[src/rtl/eff_pkg.sv]
// Shared types and helpers for the effect-chain stages.
// Pure declarations: no timing, no flow control.
package eff_pkg;

    typedef enum logic [1:0] {
        IDLE,
        S_LP,
        S_HP,
        S_BP
    } wah_state_e;

    typedef enum logic {
        DIR_UP,
        DIR_DOWN
    } lfo_dir_e;

    // Clamp a signed value into the signed range of a w-bit word; callers cast the result down to w bits.
    function automatic logic signed [63:0] sat_s(input logic signed [63:0] v, input int w);
        logic signed [63:0] hi;
        logic signed [63:0] lo;
        hi = (64'sd1 <<< (w - 1)) - 64'sd1;
        lo = -(64'sd1 <<< (w - 1));
        if (v > hi)
            sat_s = hi;
        else if (v < lo)
            sat_s = lo;
        else
            sat_s = v;
    endfunction

endpackage

[src/rtl/eff_lfo_tri.sv]
// Triangle LFO bouncing between LO and HI, one step of `rate` per step strobe.
// Level updates on the edge after step; no backpressure, step is a plain strobe.
module eff_lfo_tri
    import eff_pkg::*;
#(
    parameter int WIDTH = 8,
    parameter int LO    = 8,
    parameter int HI    = 64
) (
    input  logic             clk,
    input  logic             rst,
    input  logic             step,
    input  logic [WIDTH-1:0] rate,
    output logic [WIDTH-1:0] level
);

    localparam logic [WIDTH:0] LO_W = LO[WIDTH:0];
    localparam logic [WIDTH:0] HI_W = HI[WIDTH:0];

    lfo_dir_e              dir;
    logic [WIDTH:0]        up_sum;
    logic signed [WIDTH:0] dn_diff;

    // One extra bit keeps the sum/difference exact until the clamp decides.
    assign up_sum  = {1'b0, level} + {1'b0, rate};
    assign dn_diff = $signed({1'b0, level}) - $signed({1'b0, rate});

    always_ff @(posedge clk) begin
        if (!rst) begin
            level <= LO[WIDTH-1:0];
            dir   <= DIR_UP;
        end else if (step) begin
            if (dir == DIR_UP) begin
                if (up_sum >= HI_W) begin
                    level <= HI[WIDTH-1:0];
                    dir   <= DIR_DOWN;
                end else begin
                    level <= up_sum[WIDTH-1:0];
                end
            end else begin
                if (dn_diff <= $signed(LO_W)) begin
                    level <= LO[WIDTH-1:0];
                    dir   <= DIR_UP;
                end else begin
                    level <= dn_diff[WIDTH-1:0];
                end
            end
        end
    end

endmodule

[src/rtl/eff_wah_sweep.sv]
// Auto-wah: state-variable band-pass on one shared multiplier, cutoff swept by a triangle LFO; vld_o 4 cycles after accept.
// No backpressure: vld_i outside IDLE is dropped and latched in ovf_o; en=0 is a combinational bypass.
// Optional WAH_PEDAL_EN adds pedal_i/manual_i for a manually set cutoff.
module eff_wah_sweep
    import eff_pkg::*;
#(
    parameter int DATA_WIDTH = 8,
    parameter int COEF_WIDTH = 8,
    parameter int GUARD      = 4,
    parameter int F_MIN      = 8,
    parameter int F_MAX      = 64
) (
    input  logic                  clk,
    input  logic                  rst,
    input  logic                  en,
    input  logic [COEF_WIDTH-1:0] rate_i,
    input  logic [COEF_WIDTH-1:0] q_i,
    input  logic [DATA_WIDTH-1:0] data_i,
    input  logic                  vld_i,
`ifdef WAH_PEDAL_EN
    input  logic [COEF_WIDTH-1:0] pedal_i,
    input  logic                  manual_i,
`endif
    output logic [DATA_WIDTH-1:0] data_o,
    output logic                  vld_o,
    output logic                  ovf_o
);

    localparam int ACC_WIDTH = DATA_WIDTH + GUARD;
    localparam int PW        = COEF_WIDTH + 1 + ACC_WIDTH;
    localparam int SW        = PW + 2;

    wah_state_e                   state;
    logic signed [ACC_WIDTH-1:0]  x, lp, hp, bp;
    logic [COEF_WIDTH-1:0]        f;
    logic [DATA_WIDTH-1:0]        data_r;
    logic                         vld_r;
    logic                         ovf_r;

    logic [COEF_WIDTH-1:0]        level;
    logic [COEF_WIDTH-1:0]        f_sel;
    logic [COEF_WIDTH-1:0]        mul_a;
    logic signed [ACC_WIDTH-1:0]  mul_b;
    logic signed [PW-1:0]         prod;
    logic signed [PW-1:0]         sh;
    logic signed [SW-1:0]         sum;
    logic signed [ACC_WIDTH-1:0]  acc_new;
    logic signed [DATA_WIDTH-1:0] out_new;

    eff_lfo_tri #(
        .WIDTH (COEF_WIDTH),
        .LO    (F_MIN),
        .HI    (F_MAX)
    ) u_lfo (
        .clk   (clk),
        .rst   (rst),
        .step  (en && (state == S_BP)),
        .rate  (rate_i),
        .level (level)
    );

`ifdef WAH_PEDAL_EN
    localparam logic [COEF_WIDTH-1:0] F_LO = F_MIN[COEF_WIDTH-1:0];
    localparam logic [COEF_WIDTH-1:0] F_HI = F_MAX[COEF_WIDTH-1:0];

    always_comb begin
        f_sel = level;
        if (manual_i) begin
            if (pedal_i < F_LO)
                f_sel = F_LO;
            else if (pedal_i > F_HI)
                f_sel = F_HI;
            else
                f_sel = pedal_i;
        end
    end
`else
    assign f_sel = level;
`endif

    // One multiplier serves all three filter updates; each state feeds it what the previous state registered.
    always_comb begin
        mul_a = '0;
        mul_b = '0;
        case (state)
            S_LP: begin mul_a = f;   mul_b = bp; end
            S_HP: begin mul_a = q_i; mul_b = bp; end
            S_BP: begin mul_a = f;   mul_b = hp; end
            default: ;
        endcase
        prod = $signed({1'b0, mul_a}) * mul_b;
        sh   = (state == S_HP) ? (prod >>> (COEF_WIDTH - 1)) : (prod >>> COEF_WIDTH);
        case (state)
            S_HP:    sum = SW'(x) - SW'(lp) - SW'(sh);
            S_BP:    sum = SW'(bp) + SW'(sh);
            default: sum = SW'(lp) + SW'(sh);
        endcase
        acc_new = ACC_WIDTH'(sat_s(64'(sum), ACC_WIDTH));
        out_new = DATA_WIDTH'(sat_s(64'(acc_new), DATA_WIDTH));
    end

    always_ff @(posedge clk) begin
        if (!rst) begin
            state  <= IDLE;
            x      <= '0;
            f      <= '0;
            lp     <= '0;
            hp     <= '0;
            bp     <= '0;
            data_r <= '0;
            vld_r  <= 1'b0;
            ovf_r  <= 1'b0;
        end else begin
            vld_r <= 1'b0;
            if (!en) begin
                state <= IDLE;
                lp    <= '0;
                bp    <= '0;
            end else begin
                if (vld_i && (state != IDLE))
                    ovf_r <= 1'b1;
                case (state)
                    IDLE: if (vld_i) begin
                        x     <= ACC_WIDTH'($signed(data_i));
                        f     <= f_sel;
                        state <= S_LP;
                    end
                    S_LP: begin
                        lp    <= acc_new;
                        state <= S_HP;
                    end
                    S_HP: begin
                        hp    <= acc_new;
                        state <= S_BP;
                    end
                    S_BP: begin
                        bp     <= acc_new;
                        data_r <= out_new;
                        vld_r  <= 1'b1;
                        state  <= IDLE;
                    end
                    default: state <= IDLE;
                endcase
            end
        end
    end

    assign data_o = en ? data_r : data_i;
    assign vld_o  = en ? vld_r  : vld_i;
    assign ovf_o  = ovf_r;

endmodule

[config.mk]
export PLATFORM = sky130hd
export DESIGN_NAME = eff_wah_sweep
export DESIGN_NICKNAME = d
export VERILOG_FILES = /design/src/rtl/eff_pkg.sv /design/src/rtl/eff_lfo_tri.sv /design/src/rtl/eff_wah_sweep.sv
export SDC_FILE = /design/constraint.sdc
export NUM_CORES = 1
export LEC_CHECK = 0
export ABC_CLOCK_PERIOD_IN_PS = 10550
export BUFFER_PORTS_ARGS = -buffer_cell sky130_fd_sc_hd__buf_2
export CAP_MARGIN = 20
export CORE_ASPECT_RATIO = 1.2
export CORE_MARGIN = 5
export CORE_UTILIZATION = 65
export DETAILED_ROUTE_END_ITERATION = 10
export PLACE_DENSITY = 0.91
export RECOVER_POWER = 50
export SETUP_SLACK_MARGIN = 0.15
export SLEW_MARGIN = 20
export SYNTH_ARGS = -nofsm -noshare
export SYNTH_HDL_FRONTEND = slang
export SYNTH_SLANG_ARGS = --single-unit
[constraint.sdc]
create_clock -name clk -period 10.55 [get_ports clk]
set_input_delay 1.055 -clock clk [delete_from_list [all_inputs] [get_ports clk]]
set_output_delay 1.055 -clock clk [all_outputs]
set_load 0.02 [all_outputs]
==> qor.yml, run 1 <==
finalSetupTns_ns: 0
ir_drop_mv: 0.1248
synth_flop_cell: "dfxtp_1"
postRouteAntennaNets: 0
clock_sinks: 73
cts_root_buffer: "clkbuf_16"
avgSynthCellArea_um2: 8.021
fillers: 1157
io_buffers: 37
setup.worst_path.end_class: "flop"
netlist-cell-type-count: 81
worstHoldPathType: "flop to flop"
vias: 9709
crit_arrival_ns: 10.12
slew_headroom_pct: -8.489
syn_nets: 1481
area_growth_pct: 6.716
nets: 1482
rsz0062_at_grt: "true"
cp.required_ns: 10.71
hold_viol: 0
clock_latency_ns: 0.35
tightest_slew_ns: 1.627
clock_skew_ns: 0.01130
antenna_cells: 0
syn_area_um2: 10230
power.static_leakage_nw: 4.832
drive_gt1_share_pct: 11.01
grt_pass1_wl_mm: 46.42
ys_seq_area_share_pct: 14.29
synthesis.instances: 1275
yosys_warnings: 0
clock_path_buffers: 2
drtIter0Drc: 1055
ctsHtreeMaxLevel: 3
status: "finished, violations left"
worstPathMaxFanout: 13
slowest_delay_ns: 0.57
drtPass1Iterations: 6
die-area_um2: 18350
crit_slowest_cell: "ha_1"
grt_pass1_vias: 9790
start_util_pct: 65.92
cts_hold_buffers: 0
drv_slew: 42
drt-wirelength-per-cell_um: 18.81
p_per_area_nw_per_um2: 76.82
cts_tree: "done"
antenna_found_initial: 0
maxCapViolations: 1
synth_edf_count: 0
ys_ff_latch: 73
routed_wl_mm: 28.01
drcViolationCount: 0
die_x_um: 124.5
grt-ovfl-total: 0
rows: 50
placed_cells: 1473
max_freq_mhz: 100.4
setup_ws_ns: 0.5933
layout_min_cycle_time_ns: 9.957
core_um2: 15510
synthArstFlopShare_pct: 0
num_io_pins: 38
path_class: "flop to flop"
dp_hpwl_mm: 21.41
postCtsSetupBuffers: 0
die_h_um: 147.4
grt_max_degree: 59
violations: "capacitance limit, slew limit"
stdcell_count: 1489
final_cell_mix: "145 x inv_1, 136 x nand2_1, 132 x nor2_1, 89 x fa_1, 87 x ha_1"
final_common_cell: "inv_1"
gp_congestion: 0.9644
clkTransAtPathRegs_ns: 0.06
cp-start-kind: "flop"
pre_cts_ws_ns: 0.09653
setup_viol: 0
period_share_pct: 94.38
via_per_inst: 6.520
track_usage_pct: 30.28
path_common_cell: "ha_1"
numCtsBuffers: 9
## report_power, final
part / total, W / leakage [nW] / internal [W] / switching [W]
logic: 0.000165 / 4.06 / 0.0000643 / 0.000101
clock network: 0.000388 / 0.181 / 0.000258 / 0.000130
registers: 0.000285 / 0.590 / 0.000280 / 0.00000502
total: 0.000838 / 4.83 / 0.000602 / 0.000236
## cell type report
cell class / count / area [µm²] / share of cell area [%]
well taps: 208 / 260.3 / 2.385
flip-flops and latches: 73 / 1461 / 13.39
repair buffers: 48 / 265.3 / 2.430
clock inverters: 7 / 146.4 / 1.341
clock buffers: 9 / 225.2 / 2.064
inverters: 146 / 548.0 / 5.021
multi-input cells: 998 / 8008 / 73.37
## metrics by stage
step	total power [W]	hold WS, ns	instance area, µm²	utilization (%)
2_1_floorplan	0.0004107	0.4432	10230	-
3_5_place_dp	0.0004484	0.4590	10530	67.84
5_1_grt	0.0008649	0.4905	10910	70.35
3_3_place_gp	0.0004436	0.4522	10520	67.82
6_report	0.0008384	0.4707	10910	70.35
4_1_cts	0.0008331	0.4664	10900	70.25
## logic make-up (layout without fill, tap and decap cells)
group / after synthesis / after routing / share of synthesized area (%)
simple gates: 399 / 399 / 17.71
mux: 29 / 29 / 3.083
xor+xnor: 53 / 53 / 4.808
flops: 73 / 73 / 14.29
buf+inv: 204 / 210 / 7.805
fa+ha+maj: 179 / 179 / 28.42
compound gates: 338 / 338 / 23.88
## per-layer routing
| layer | GRT usage, % | up-vias | share of wire [%] |
|---|---|---|---|
| li1 | - | 4377 | - |
| met1 | 35.09 | 4637 | 37 |
| met2 | 53.76 | 549 | 50 |
| met3 | 4.662 | 146 | 8.0 |
| met4 | 16.28 | 0 | 5.6 |
| met5 | 0 | - | 0 |
## sequential cells by signal, indices dropped and copies added, names as in the netlist
name,flops
lp,12
data_r,8
state,2
x,8
f,8
u_lfo.level,8
bp,12
u_lfo.dir,1
vld_r,1
hp,12
ovf_o,1
## timing repair
item	4_1_cts	5_1_grt
setup endpoints to repair	11	40
hold endpoints to repair	0	0
cloned	0	0
resized for setup	1	7
## worst max-delay path, delay by kind of cell, from the launching register on
kind / cells / cell delay (ns)
AOI/OAI and AO/OA: 14 / 3.77
adders and majority gates: 7 / 3.11
buffers and inverters: 3 / 0.22
DFF: 1 / 0.38
muxes: 1 / 0.16
and+or+nand+nor: 8 / 2.11
## synthesized netlist by cell type, drive strengths merged (18+ instances only)
cell    instances  area share, %
inv           146            5.4
nand2         137            5.1
nor2          132            4.8
fa             89             17
ha             89             11
dfxtp          73             14
a21oi          67            3.3
o21ai          64            3.2
a211oi         46            4.3
clkbuf         38            1.4
xnor2          33            2.8
nand3          24            1.2
or2            22            1.5
a21boi         21            1.5
nor3           21            1.0
a21o           20            1.5
buf            20            1.1
mux2           20            2.2
xor2           18            1.5
## worst paths after layout
kind / from / endpoint / slack [ns] / cells past startpoint
worst max-delay path: state[1] / bp[10] / 0.59 / 33
worst min-delay path: x[4] / x[4] / 0.47 / 2
worst max register to register: state[1] / bp[10] / 0.59 / 33
worst min register to register: x[4] / x[4] / 0.47 / 2
Power figures use the tool's default switching activity.
==> run 2, diff against run 1 <==
--- a/config.mk
+++ b/config.mk
@@ -12,7 +12,7 @@
 export CORE_MARGIN = 5
 export CORE_UTILIZATION = 65
 export DETAILED_ROUTE_END_ITERATION = 10
-export PLACE_DENSITY = 0.91
+export PLACE_DENSITY = 0.84
 export RECOVER_POWER = 50
 export SETUP_SLACK_MARGIN = 0.15
 export SLEW_MARGIN = 20
==> qor.yml, run 2 (synthesized netlist as in run 1, its figures left out) <==
status: "finished, violations left"
violations: "capacitance limit, slew limit"
endpoint: "lp[8]"
slew_headroom_pct: -10.30
p_per_area_nw_per_um2: 71.85
clkTransAtPathRegs_ns: 0.05
cts_hold_buffers: 0
path_class: "flop to flop"
setup_viol: 0
die_x_um: 124.5
ir_drop_mv: 0.1425
core_um2: 15510
die-area_um2: 18350
final_cell_mix: "145 x inv_1, 136 x nand2_1, 132 x nor2_1, 89 x fa_1, 86 x ha_1"
num_io_pins: 38
fillers: 1297
io_buffers: 37
die_h_um: 147.4
ctsHtreeMaxLevel: 3
grt_max_degree: 59
rsz0062_at_grt: "false"
clock_skew_ns: 0.004021
cts_tree: "done"
cp-start-kind: "flop"
min_path_cells: 2
r2r-end: "lp[8]"
drtPass1Iterations: 5
antenna_found_initial: 0
final_common_cell: "inv_1"
drtIter0Drc: 899
routed_wl_mm: 27.10
r2r_cells: 36
setup.worst_path.end_class: "flop"
drive_gt1_share_pct: 11.20
clock_sinks: 73
drt-wirelength-per-cell_um: 18.14
clock_latency_ns: 0.34
reg2reg_slack_ns: 0.78
nets: 1487
crit_arrival_ns: 10.00
postRouteAntennaNets: 0
antenna_cells: 0
rows: 50
crit_slowest_cell: "fa_1"
tightest_slew_ns: 1.655
postCtsSetupBuffers: 0
worstReg2RegStart: "state[1]"
dp_hpwl_mm: 21.68
power.total_w: 0.0007832
hold_viol: 0
grt_pass1_vias: 9367
area_growth_pct: 6.582
layout_min_cycle_time_ns: 9.771
via_per_inst: 6.258
power.static_leakage_nw: 4.835
vias: 9349
gp_congestion: 0.9622
drcViolationCount: 0
numCtsBuffers: 9
track_usage_pct: 29.91
worstPathMaxFanout: 26
period_share_pct: 92.61
drv_slew: 42
cp.required_ns: 10.78
finalSetupTns_ns: 0
grt_pass1_wl_mm: 45.43
clock_path_buffers: 2
crit_start: "state[1]"
slowest_delay_ns: 0.57
worstHoldPathType: "flop to flop"
maxCapViolations: 1
start_util_pct: 65.92
reg.largest.list: "bp: 12 flops, hp: 12 flops, lp: 12 flops"
max_freq_mhz: 102.3
grt-ovfl-total: 0
cts_root_buffer: "clkbuf_16"
==> run 2: cell types whose count changed in the layout (fill, tap and decap cells not counted), sizes merged <==
cell / before / now
bufinv: 4 / 2
inv: 149 / 146
buf: 36 / 41
clkbuf: 21 / 23
clkinv: 0 / 2
clkinvlp: 0 / 1
==> run 2: per-stage QoR <==
stage                     cell area (µm²)  instances  worst slack, ns  utilization, %  hold slack (ns)
after floorplan                     10230       1275           0.8299               -           0.4432
after global placement              10540       1477           0.1637           67.94           0.4538
after detailed placement            10560       1478          0.03733           68.03           0.4598
after CTS                           10890       1494           0.3938           70.18           0.4671
after global routing                10900       1494           0.1374           70.26           0.4867
final                               10900       1494           0.7794           70.26           0.4697
==> run 2: worst min path at each step <==
stage | startpoint | endpoint | slack, ns
finish | x[4] | x[4] | 0.47
global route | f[7] | f[7] | 0.49
CTS | x[4] | x[4] | 0.47
detailed placement | x[4] | x[4] | 0.46
global placement | x[3] | x[3] | 0.45
floorplan | f[6] | f[6] | 0.44
==> run 2: per-layer routing <==
| layer | wire (µm) | global-route usage, % |
|---|---|---|
| met5 | 0 | 0 |
| met1 | 11150 | 37.75 |
| met3 | 1591 | 3.433 |
| met4 | 1158 | 13.05 |
| met2 | 13210 | 51.84 |
==> run 2: repair_timing <==
item,in CTS,in global routing
pin swaps,0,0
cloned,0,0
resized for setup,1,6
setup endpoints to repair,11,40
==> run 2: cell type report <==
cell class	count	area, µm²	share of cell area [%]
Multi-Input combinational cell	998	8003	73.42
Timing Repair Buffer	53	297.8	2.732
Inverter	146	548.0	5.028
Clock inverter	5	77.57	0.7117
Clock buffer	11	252.7	2.319
Sequential cell	73	1461	13.41
Tap cell	208	260.3	2.388
==> run 2: critical path, delay by kind of cell, from the launching register on <==
kind            cells  cell delay, ns
flops               1            0.39
compound gates     13            2.96
fa+ha+maj           8            3.70
simple gates        8            1.58
xor+xnor            1            0.19
buf+inv             6            0.79
==> run 2: power breakdown <==
group | total [W] | internal (W) | switching, W | leakage [nW]
clock | 0.000334 | 0.000219 | 0.000116 | 0.162
combinational | 0.000164 | 0.0000648 | 0.0000987 | 4.08
sequential | 0.000285 | 0.000280 | 0.00000486 | 0.590
